<file path="src/rtl/gcd_calculator_mm.sv">
// rtl/gcd_calculator_mm.sv - Avalon-MM binary GCD coprocessor (optional irq via GCD_IRQ_EN)
module gcd_calculator_mm #(
    parameter int WIDTH  = 64,
    parameter int ADDR_W = 5
) (
    input  logic              clock,
    input  logic              reset_n,
    input  logic              csr_read,
    input  logic              csr_write,
    input  logic [ADDR_W-1:0] csr_address,
    input  logic [31:0]       csr_writedata,
    output logic [31:0]       csr_readdata,
    output logic              irq
);
    localparam int WORDS = WIDTH / 32;
    localparam int KW    = $clog2(WIDTH) + 1;

    typedef enum logic [2:0] {S_IDLE, S_SHIFT, S_NORM, S_ITER, S_DONE} state_t;
    state_t state_q, state_d;

    logic [31:0]      a_reg [WORDS];
    logic [31:0]      b_reg [WORDS];
    logic [WIDTH-1:0] a_full, b_full, x, y, result;
    logic [KW-1:0]    k;
    logic [31:0]      cycles;
    logic             done, zero_in, aborted, busy;
    logic [31:0]      addr;
    logic             ctrl_wr, start_go, abort_go, clr_go, operands_zero, stepping;
    logic [31:0]      rd_data;

    assign addr          = 32'(csr_address);
    assign busy          = (state_q != S_IDLE);
    assign ctrl_wr       = csr_write && (addr == 32'd1);
    // abort takes priority over start when both bits arrive in one write
    assign abort_go      = ctrl_wr && csr_writedata[1] && busy;
    assign start_go      = ctrl_wr && csr_writedata[0] && !csr_writedata[1] && !busy;
    assign clr_go        = ctrl_wr && csr_writedata[2] && !busy;
    assign operands_zero = (a_full == '0) || (b_full == '0);
    assign stepping      = (state_q == S_SHIFT) || (state_q == S_NORM) || (state_q == S_ITER);

    always_comb begin
        a_full = '0;
        b_full = '0;
        for (int w = 0; w < WORDS; w++) begin
            a_full[w*32 +: 32] = a_reg[w];
            b_full[w*32 +: 32] = b_reg[w];
        end
    end

    always_ff @(posedge clock or negedge reset_n) begin
        if (!reset_n) state_q <= S_IDLE;
        else          state_q <= state_d;
    end

    always_comb begin
        state_d = state_q;
        case (state_q)
            S_IDLE:  if (start_go && !operands_zero) state_d = S_SHIFT;
            S_SHIFT: if (x[0] || y[0]) state_d = S_NORM;
            S_NORM:  if (x[0]) state_d = S_ITER;
            S_ITER:  if (y == '0) state_d = S_DONE;
            S_DONE:  state_d = S_IDLE;
            default: state_d = S_IDLE;
        endcase
        if (abort_go) state_d = S_IDLE;
    end

    always_ff @(posedge clock or negedge reset_n) begin
        if (!reset_n) begin
            for (int w = 0; w < WORDS; w++) begin
                a_reg[w] <= '0;
                b_reg[w] <= '0;
            end
            x       <= '0;
            y       <= '0;
            k       <= '0;
            result  <= '0;
            cycles  <= '0;
            done    <= 1'b0;
            zero_in <= 1'b0;
            aborted <= 1'b0;
        end else begin
            if (csr_write && !busy) begin
                for (int w = 0; w < WORDS; w++) begin
                    if (addr == 32'(4 + w))         a_reg[w] <= csr_writedata;
                    if (addr == 32'(4 + WORDS + w)) b_reg[w] <= csr_writedata;
                end
            end
            if (clr_go) begin
                done    <= 1'b0;
                aborted <= 1'b0;
            end
            if (start_go) begin
                x       <= a_full;
                y       <= b_full;
                k       <= '0;
                cycles  <= '0;
                done    <= 1'b0;
                zero_in <= 1'b0;
                aborted <= 1'b0;
                if (operands_zero) begin
                    result  <= a_full | b_full;
                    zero_in <= 1'b1;
                    done    <= 1'b1;
                end
            end
            if (abort_go) begin
                aborted <= 1'b1;
                done    <= 1'b0;
            end else begin
                if (stepping && (cycles != 32'hFFFF_FFFF)) cycles <= cycles + 32'd1;
                case (state_q)
                    S_SHIFT: if (!x[0] && !y[0]) begin
                        x <= x >> 1;
                        y <= y >> 1;
                        k <= k + KW'(1);
                    end
                    S_NORM: if (!x[0]) x <= x >> 1;
                    // x is odd from here on; y odd means a subtract, y even a halving
                    S_ITER: if (y != '0) begin
                        if (!y[0])        y <= y >> 1;
                        else if (x <= y)  y <= y - x;
                        else begin
                            x <= y;
                            y <= x - y;
                        end
                    end
                    S_DONE: begin
                        result <= x << k;
                        done   <= 1'b1;
                    end
                    default: ;
                endcase
            end
        end
    end

`ifdef GCD_IRQ_EN
    logic irq_en;
    always_ff @(posedge clock or negedge reset_n) begin
        if (!reset_n)               irq_en <= 1'b0;
        else if (ctrl_wr && !busy)  irq_en <= csr_writedata[3];
    end
    assign irq = done & irq_en;
`else
    assign irq = 1'b0;
`endif

    always_comb begin
        rd_data = 32'hDEAD_BEEF;
        case (addr)
            32'd0:   rd_data = {28'd0, aborted, zero_in, done, busy};
            32'd1:   rd_data = 32'd0;
            32'd2:   rd_data = cycles;
            32'd3:   rd_data = 32'd0;
            default: ;
        endcase
        for (int w = 0; w < WORDS; w++) begin
            if (addr == 32'(4 + w))           rd_data = a_reg[w];
            if (addr == 32'(4 + WORDS + w))   rd_data = b_reg[w];
            if (addr == 32'(4 + 2*WORDS + w)) rd_data = result[w*32 +: 32];
        end
    end

    always_ff @(posedge clock or negedge reset_n) begin
        if (!reset_n)      csr_readdata <= '0;
        else if (csr_read) csr_readdata <= rd_data;
    end
endmodule

</file>
<file path="config.mk">
export PLATFORM = sky130hd
export DESIGN_NAME = gcd_calculator_mm
export DESIGN_NICKNAME = d
export VERILOG_FILES = /design/src/rtl/gcd_calculator_mm.sv
export SDC_FILE = /design/constraint.sdc
export NUM_CORES = 2
export LEC_CHECK = 0
export ABC_AREA = 1
export ABC_CLOCK_PERIOD_IN_PS = 9330
export CORE_AREA = 2 2 294 296
export CTS_CLUSTER_SIZE = 40
export DETAILED_ROUTE_END_ITERATION = 8
export DIE_AREA = 0 0 296 298
export HOLD_SLACK_MARGIN = 0.12
export PLACE_DENSITY = 0.58
export RECOVER_POWER = 25
export SKIP_LAST_GASP = 1
export SLEW_MARGIN = 25
export SYNTH_ARGS = -nofsm -noshare
export SYNTH_HDL_FRONTEND = slang
export SYNTH_SLANG_ARGS = --single-unit
</file>
<file path="constraint.sdc">
create_clock -name clock -period 9.33 [get_ports clock]
set_input_delay 1.866 -clock clock [delete_from_list [all_inputs] [get_ports clock]]
set_output_delay 1.866 -clock clock [all_outputs]
set_load 0.02 [all_outputs]
</file>
# ---- After elaboration in Yosys (flattened, before gate mapping)
# Cells that the tools add are included.
dict set report word_totals {
  regBits 397
  out_inout_bits 33
  word_cells 121
}
dict set report op_classes {
  add_sub_neg 4
  order_cmp 1
  eq_ne 18
  shifts 1
  muxes 46
  n_bitwise 1
  n_reduce_logical 36
}
# cell count
set ops {}
lappend ops {{$mux W64} 17}
lappend ops {{$mux W32} 9}
lappend ops {{$logic_not A64 Y1} 3}
lappend ops {{$pmux W64 S3} 1}
lappend ops {{$pmux W64 S2} 1}
lappend ops {{$sub A64 B64 Y64} 2}
lappend ops {{$pmux W32 S3} 1}
lappend ops {{$le A64 B64 Y1} 1}
lappend ops {{$or A64 B64 Y64} 1}
lappend ops {{$reduce_bool A64 Y1} 1}
lappend ops {{$shl A64 B7 Y64} 1}
lappend ops {{$add A32 B1 Y32 const B} 1}
lappend ops {{$logic_not A32 Y1} 1}
lappend ops {{$ne A32 B32 Y1 const B} 1}
lappend ops {{$mux W7} 4}
lappend ops {{$eq A5 B3 Y1 const B} 4}
lappend ops {{$mux W3} 5}
lappend ops {{$logic_and A1 B1 Y1} 12}
lappend ops {{$pmux W3 S4} 1}
lappend ops {{$eq A5 B2 Y1 const B} 2}
lappend ops {{$eq A5 B4 Y1 const B} 2}
lappend ops {{$reduce_and A2 Y1} 4}
lappend ops {{$add A7 B1 Y7 const B} 1}
lappend ops {{$mux W1} 7}
lappend ops {{13 further kinds} 24}

# ---- Logic depth before layout (Yosys ltp)
dict set report depth {
  word_depth 11
  ltp_mapped 24
  ltp_nobuf 23
}

# ---- Worst setup path after synthesis
# OpenSTA, ideal clock, no wires.
dict set report synth_timing {
  path_kind {input -> register}
  start {input port csr_address[1]}
  end {register x[58]}
  arrival_time_ps 3388
  required_time_ps 9206
  path_slack_ps 5819
  stages 10
  path_buffers 2
  path_cell_list {inv_1 nand2_1 nor3_2 nand2_1 buf_2 clkbuf_1 o21ai_0 o221ai_1 inv_1 a21boi_1}
}
dict set report synth_via {
  elab_chain_cells 11
  word_cells_on_any_way 15
  cone_classes {eq/ne (1); mux (8); reduce/logical (6)}
}
# item line
set synth_rtl {}
lappend synth_rtl {{from (decl)} 10} ;# input logic [ADDR_W-1:0] csr_address,
lappend synth_rtl {{$eq A5 B1 Y1 (*)} 33} ;# assign ctrl_wr = csr_write && (addr == 32'd1);
lappend synth_rtl {{$logic_and A1 B1 Y1 (*)} 33}
lappend synth_rtl {{$logic_and A1 B1 Y1 (3 in a row)} 36} ;# assign start_go = ctrl_wr && csr_writedata[0] && !csr_writedata[1] && !busy;
lappend synth_rtl {{$mux W64} 93} ;# if (start_go) begin
lappend synth_rtl {{$mux W64} 122} ;# else if (x <= y) y <= y - x;
lappend synth_rtl {{$mux W64} 121} ;# if (!y[0]) y <= y >> 1;
lappend synth_rtl {{$mux W64} 120} ;# S_ITER: if (y != '0) begin
lappend synth_rtl {{$pmux W64 S3} 112} ;# case (state_q)
lappend synth_rtl {{$mux W64 (*)} 107} ;# if (abort_go) begin
lappend synth_rtl {{to (signal assigned)} 114} ;# x <= x >> 1;
lappend synth_rtl {{to (signal assigned)} 118} ;# S_NORM: if (!x[0]) x <= x >> 1;
lappend synth_rtl {{to (signal assigned)} 124} ;# x <= y;
lappend synth_rtl {{to (decl)} 23} ;# logic [WIDTH-1:0] a_full, b_full, x, y, result;
# Mark *: on every way between the ends. The rest lies on a longest branch, timed or not.
# A chain may end at the register's enable or synchronous reset.

# ---- Worst setup path in the final report
dict set report layout_timing {
  start {input port csr_address[0]}
  end {register y[39]}
}
dict set report layout_via {
  elab_chain_cells 9
  word_cells_on_any_way 12
  cone_classes {eq/ne (1); mux (5); reduce/logical (6)}
}
# item line
set layout_rtl {}
lappend layout_rtl {{$eq A5 B1 Y1 (*)} 33}
lappend layout_rtl {{$logic_and A1 B1 Y1 (*)} 33}
lappend layout_rtl {{$logic_and A1 B1 Y1 (3 in a row)} 36}
lappend layout_rtl {{$mux W64} 93}
lappend layout_rtl {{$mux W64, on equally long branches} {120, 113}}
lappend layout_rtl {{$pmux W64 S2} 112}
lappend layout_rtl {{$mux W64 (*)} 107}
lappend layout_rtl {{to (signal assigned)} 95} ;# y <= b_full;
lappend layout_rtl {{to (signal assigned)} 121}
lappend layout_rtl {{to (signal assigned)} 122}
lappend layout_rtl {{to (decl)} 23}
# Marks and branches as above.

==> qor.csv <==
stage;metric;value;unit
sta;period_share;61.0;%
route;via_per_inst;5.86;
logic_synthesis;synthesis.area;38100;µm²
logic_synthesis;post_synth_num_cell_types;57;
logic_synthesis;synthArstFlopShare;100;%
setup_path;crit_path_start_kind;primary input;
logic_synthesis;synth.ff_latch_count;397;
logic_synthesis;synth_top_family_by_area;simple AND/OR/NAND/NOR gates;
grt;grt_overflow_total;0;
floorplanning;die_w;296;µm
clocking;clk_pin_slew;0.06;ns
sta;setup_tns;0;ns
placement;gp_congestion;1.03;
clocking;ctsHoldBuffers;0;
clocking;post_cts_resized;0;
sta;rsz0062_at_grt;false;
logic_synthesis;synthTopCellsByArea;dfrtp_1, nand2_1, inv_1, o21ai_0, a21oi_1;
floorplanning;fp.dieArea;88200;µm²
clocking;cts_buffer_depth;3;
finish;fin_area;41100;µm²
logic_synthesis;synth_common_cells;nand2_1, inv_1, o21ai_0, a21oi_1, nor2_1;
sta;maxSlewViolCount;71;
logic_synthesis;post-synth-top-count-cell;nand2_1;
setup_path;slowest_delay;0.71;ns
finish;layout.nets;6423;
logic_synthesis;synthSimpleGateAreaFrac;32.3;%
clocking;htree_levels;2;
setup_path;cp_top_family;buffers and inverters;
setup_path;r2r_start;x[0];
grt;first_global_vias;40200;
setup_path;path_buf_inv;4;
sta;clock_skew;0.0412;ns
logic_synthesis;syn_area_per_cell;5.98;µm²
sta;max_freq;176;MHz
setup_path;cp-end-kind;register;
logic_synthesis;synth_top_cell_by_area;dfrtp_1;
grt;grtUsageTotal;42.5;%
route;vias;43600;
route;dr.pass1.iters;6;
floorplanning;initial_core_util;44.9;%
placement;io_buffers;72;
floorplanning;ioPinCount;74;
logic_synthesis;synthCells;6374;
logic_synthesis;synthXorXnorAreaFrac;1.61;%
logic_synthesis;ys_warn_count;0;
finish;area_growth;7.89;%
setup_path;cp.required;9.80;ns
finish;fill_cells;9326;
setup_path;critPathMaxFanout;94;
setup_path;r2r_setup_slack;4.14;ns
clocking;clockRootBuffer;clkbuf_16;
hold_path;hold_path_end;csr_readdata[20];
setup_path;cp.arrival;6.16;ns
outcome;violations;max-capacitance violations, max-slew violations;
route;drc;0;
grt;grt_pass1_wl;275;mm
hold_path;hold_class;register to register;
clocking;clock_sinks;397;
logic_synthesis;muxShareOfSynthArea;1.42;%
setup_path;rr_endpoint;x[38];
outcome;status;complete, but fails checks;
sta;finalHoldViolations;0;
floorplanning;die_y;298;µm
logic_synthesis;yosysSeqAreaShare;26.1;%
logic_synthesis;synth-edff-count;0;
flow_run;drv_cap;1;
sta;setup_violations;0;
route;ant_nets;0;
hold_path;min_from;csr_readdata[20];
finish;drive_gt1_share;4.26;%
clocking;cts_tree;done;
logic_synthesis;syn_nets;6547;
placement;dpl_cell_area;39500;µm²
placement;dp.final_hpwl;149;mm
clocking;cts_setup_buffers;0;
clocking;clk_latency;0.62;ns
logic_synthesis;synthAdderAreaFrac;4.37;%
logic_synthesis;ys.flop_type;dfrtp_1;
logic_synthesis;synth_compound_area_share;21.0;%
floorplanning;core;84900;µm²
grt;grt_antenna_before_repair;9;
logic_synthesis;synth_top_area_share;26.1;%
sta;worstMarginPinSlew;4.15;ns
floorplanning;row_count;107;
grt;grt_max_degree;149;
setup_path;path_cells;clkdlybuf4s50_1 -> nand2_1 -> nor3_2 -> nand2_4 -> clkinv_2 -> buf_4 -> buf_4 -> nor2_1 -> a21oi_1 -> o221ai_1 -> a21oi_1 -> nor2_1;
setup_path;crit_type;primary input to register;
setup_path;cpMaxStageDelayCell;clkinv_2;
clocking;numCtsBuffers;44;
sta;slew_headroom;-177;%
setup_path;r2r_cells;21;
route;drtIter0Drc;5587;
route;wl;190;mm
sta;period_minus_slack;5.69;ns
route;wl_per_cell;25.6;µm
hold_path;min_delay_path_depth;2;
per-layer routing:
layer / track usage (%) / up-vias / part of all wire, %
li1: - / 20300 / -
met1: 56.2 / 20500 / 40
met2: 63.2 / 2324 / 42
met3: 8.19 / 430 / 9.7
met4: 27.5 / 10 / 7.7
met5: 0 / - / 0.034
cell families (layout without fill, tap and decap cells):
logic type / Yosys count / count (layout)
compound gates: 1381 / 1381
xor+xnor: 70 / 70
fa+ha+maj: 132 / 132
buf+inv: 1297 / 1208
flops: 397 / 397
mux: 54 / 54
other cells: 1 / 5
simple gates: 3042 / 3042
flip-flops by register name (all words and copies together) (netlist names):
name          cells
a_full           64
b_full           64
result           64
x                64
y                64
csr_readdata     32
cycles           32
k                 7
state_q           3
aborted           1
done              1
zero_in           1
worst reg2reg max path, delay by kind of cell (launching register included):
| family | cells | cell delay, ns |
|---|---|---|
| and+or+nand+nor | 12 | 2.21 |
| buffers and inverters | 4 | 1.29 |
| adders and majority gates | 2 | 0.80 |
| DFF | 1 | 0.48 |
| AOI/OAI and AO/OA | 3 | 0.27 |
final cells by class:
class                           instances  area, µm²  share of cell area (%)
Antenna cell                            4       10.0                  0.0244
Clock buffer                           57       1250                    3.04
Clock inverter                         24        332                   0.807
Inverter                              997       3750                    9.11
Multi-Input combinational cell       4680      23200                    56.5
Sequential cell                       397       9940                    24.2
Tap cell                             1144       1430                    3.48
Timing Repair Buffer                  130       1180                    2.86
cells in the final DEF, fill, tap and decap left out, types with 4 or more instances in the layout:
| cell type | Yosys | routed |
|---|---|---|
| nand2_1 | 2137 | 2131 |
| nor3_1 | 50 | 50 |
| a22oi_1 | 44 | 44 |
| ha_1 | 130 | 130 |
| clkbuf_16 | 0 | 44 |
| nor2_2 | 11 | 15 |
| o21bai_1 | 11 | 11 |
| or2_2 | 12 | 12 |
| clkbuf_8 | 0 | 10 |
| inv_1 | 960 | 956 |
| o22ai_1 | 51 | 51 |
| nand4_1 | 74 | 74 |
| clkdlybuf4s50_1 | 0 | 70 |
| and2_1 | 4 | 4 |
| clkbuf_1 | 201 | 4 |
| nor4_1 | 26 | 25 |
| inv_2 | 31 | 34 |
| a31oi_1 | 37 | 37 |
| o2111ai_1 | 12 | 12 |
| bufinv_16 | 0 | 7 |
| dfrtp_1 | 397 | 393 |
| clkinv_1 | 5 | 5 |
| a21oi_2 | 17 | 17 |
| a21oi_1 | 431 | 431 |
| xor2_1 | 55 | 55 |
| nor2_4 | 9 | 12 |
| buf_4 | 12 | 54 |
| o21a_1 | 4 | 4 |
| clkinv_2 | 0 | 10 |
| diode_2 | 0 | 4 |
| o21ai_0 | 527 | 527 |
| a21boi_1 | 43 | 43 |
| nor2_1 | 416 | 409 |
| o21ai_1 | 26 | 26 |
| nand3_1 | 269 | 269 |
| o221ai_1 | 122 | 122 |
| o211ai_1 | 40 | 40 |
| mux2i_1 | 54 | 54 |
| xnor2_1 | 15 | 15 |
| nand2_2 | 21 | 25 |
worst max-delay path by stage:
stage                        start  slack [ns]  cells past startpoint  endpoint
floorplan           csr_address[1]        5.82                     10     x[58]
global placement    csr_address[0]        3.28                     12     y[36]
detailed placement  csr_address[0]        3.18                     12     y[24]
CTS                 csr_address[0]        3.78                     12     y[36]
global route               reset_n        3.27                      2     y[59]
finish              csr_address[0]        3.64                     12     y[39]
through the flow:
step	utilization [%]	hold slack (ns)	cells	setup slack, ns
6_report	48.4	0.499	7433	3.64
3_3_place_gp	46.5	0.485	7347	3.28
5_1_grt	48.4	0.520	7429	3.27
2_1_floorplan	-	0.462	6374	5.82
3_5_place_dp	46.5	0.485	7347	3.18
4_1_cts	48.4	0.502	7428	3.78
Power is not shown: default switching activity piles up to over one toggle a cycle in this logic, so the estimate is an artifact.
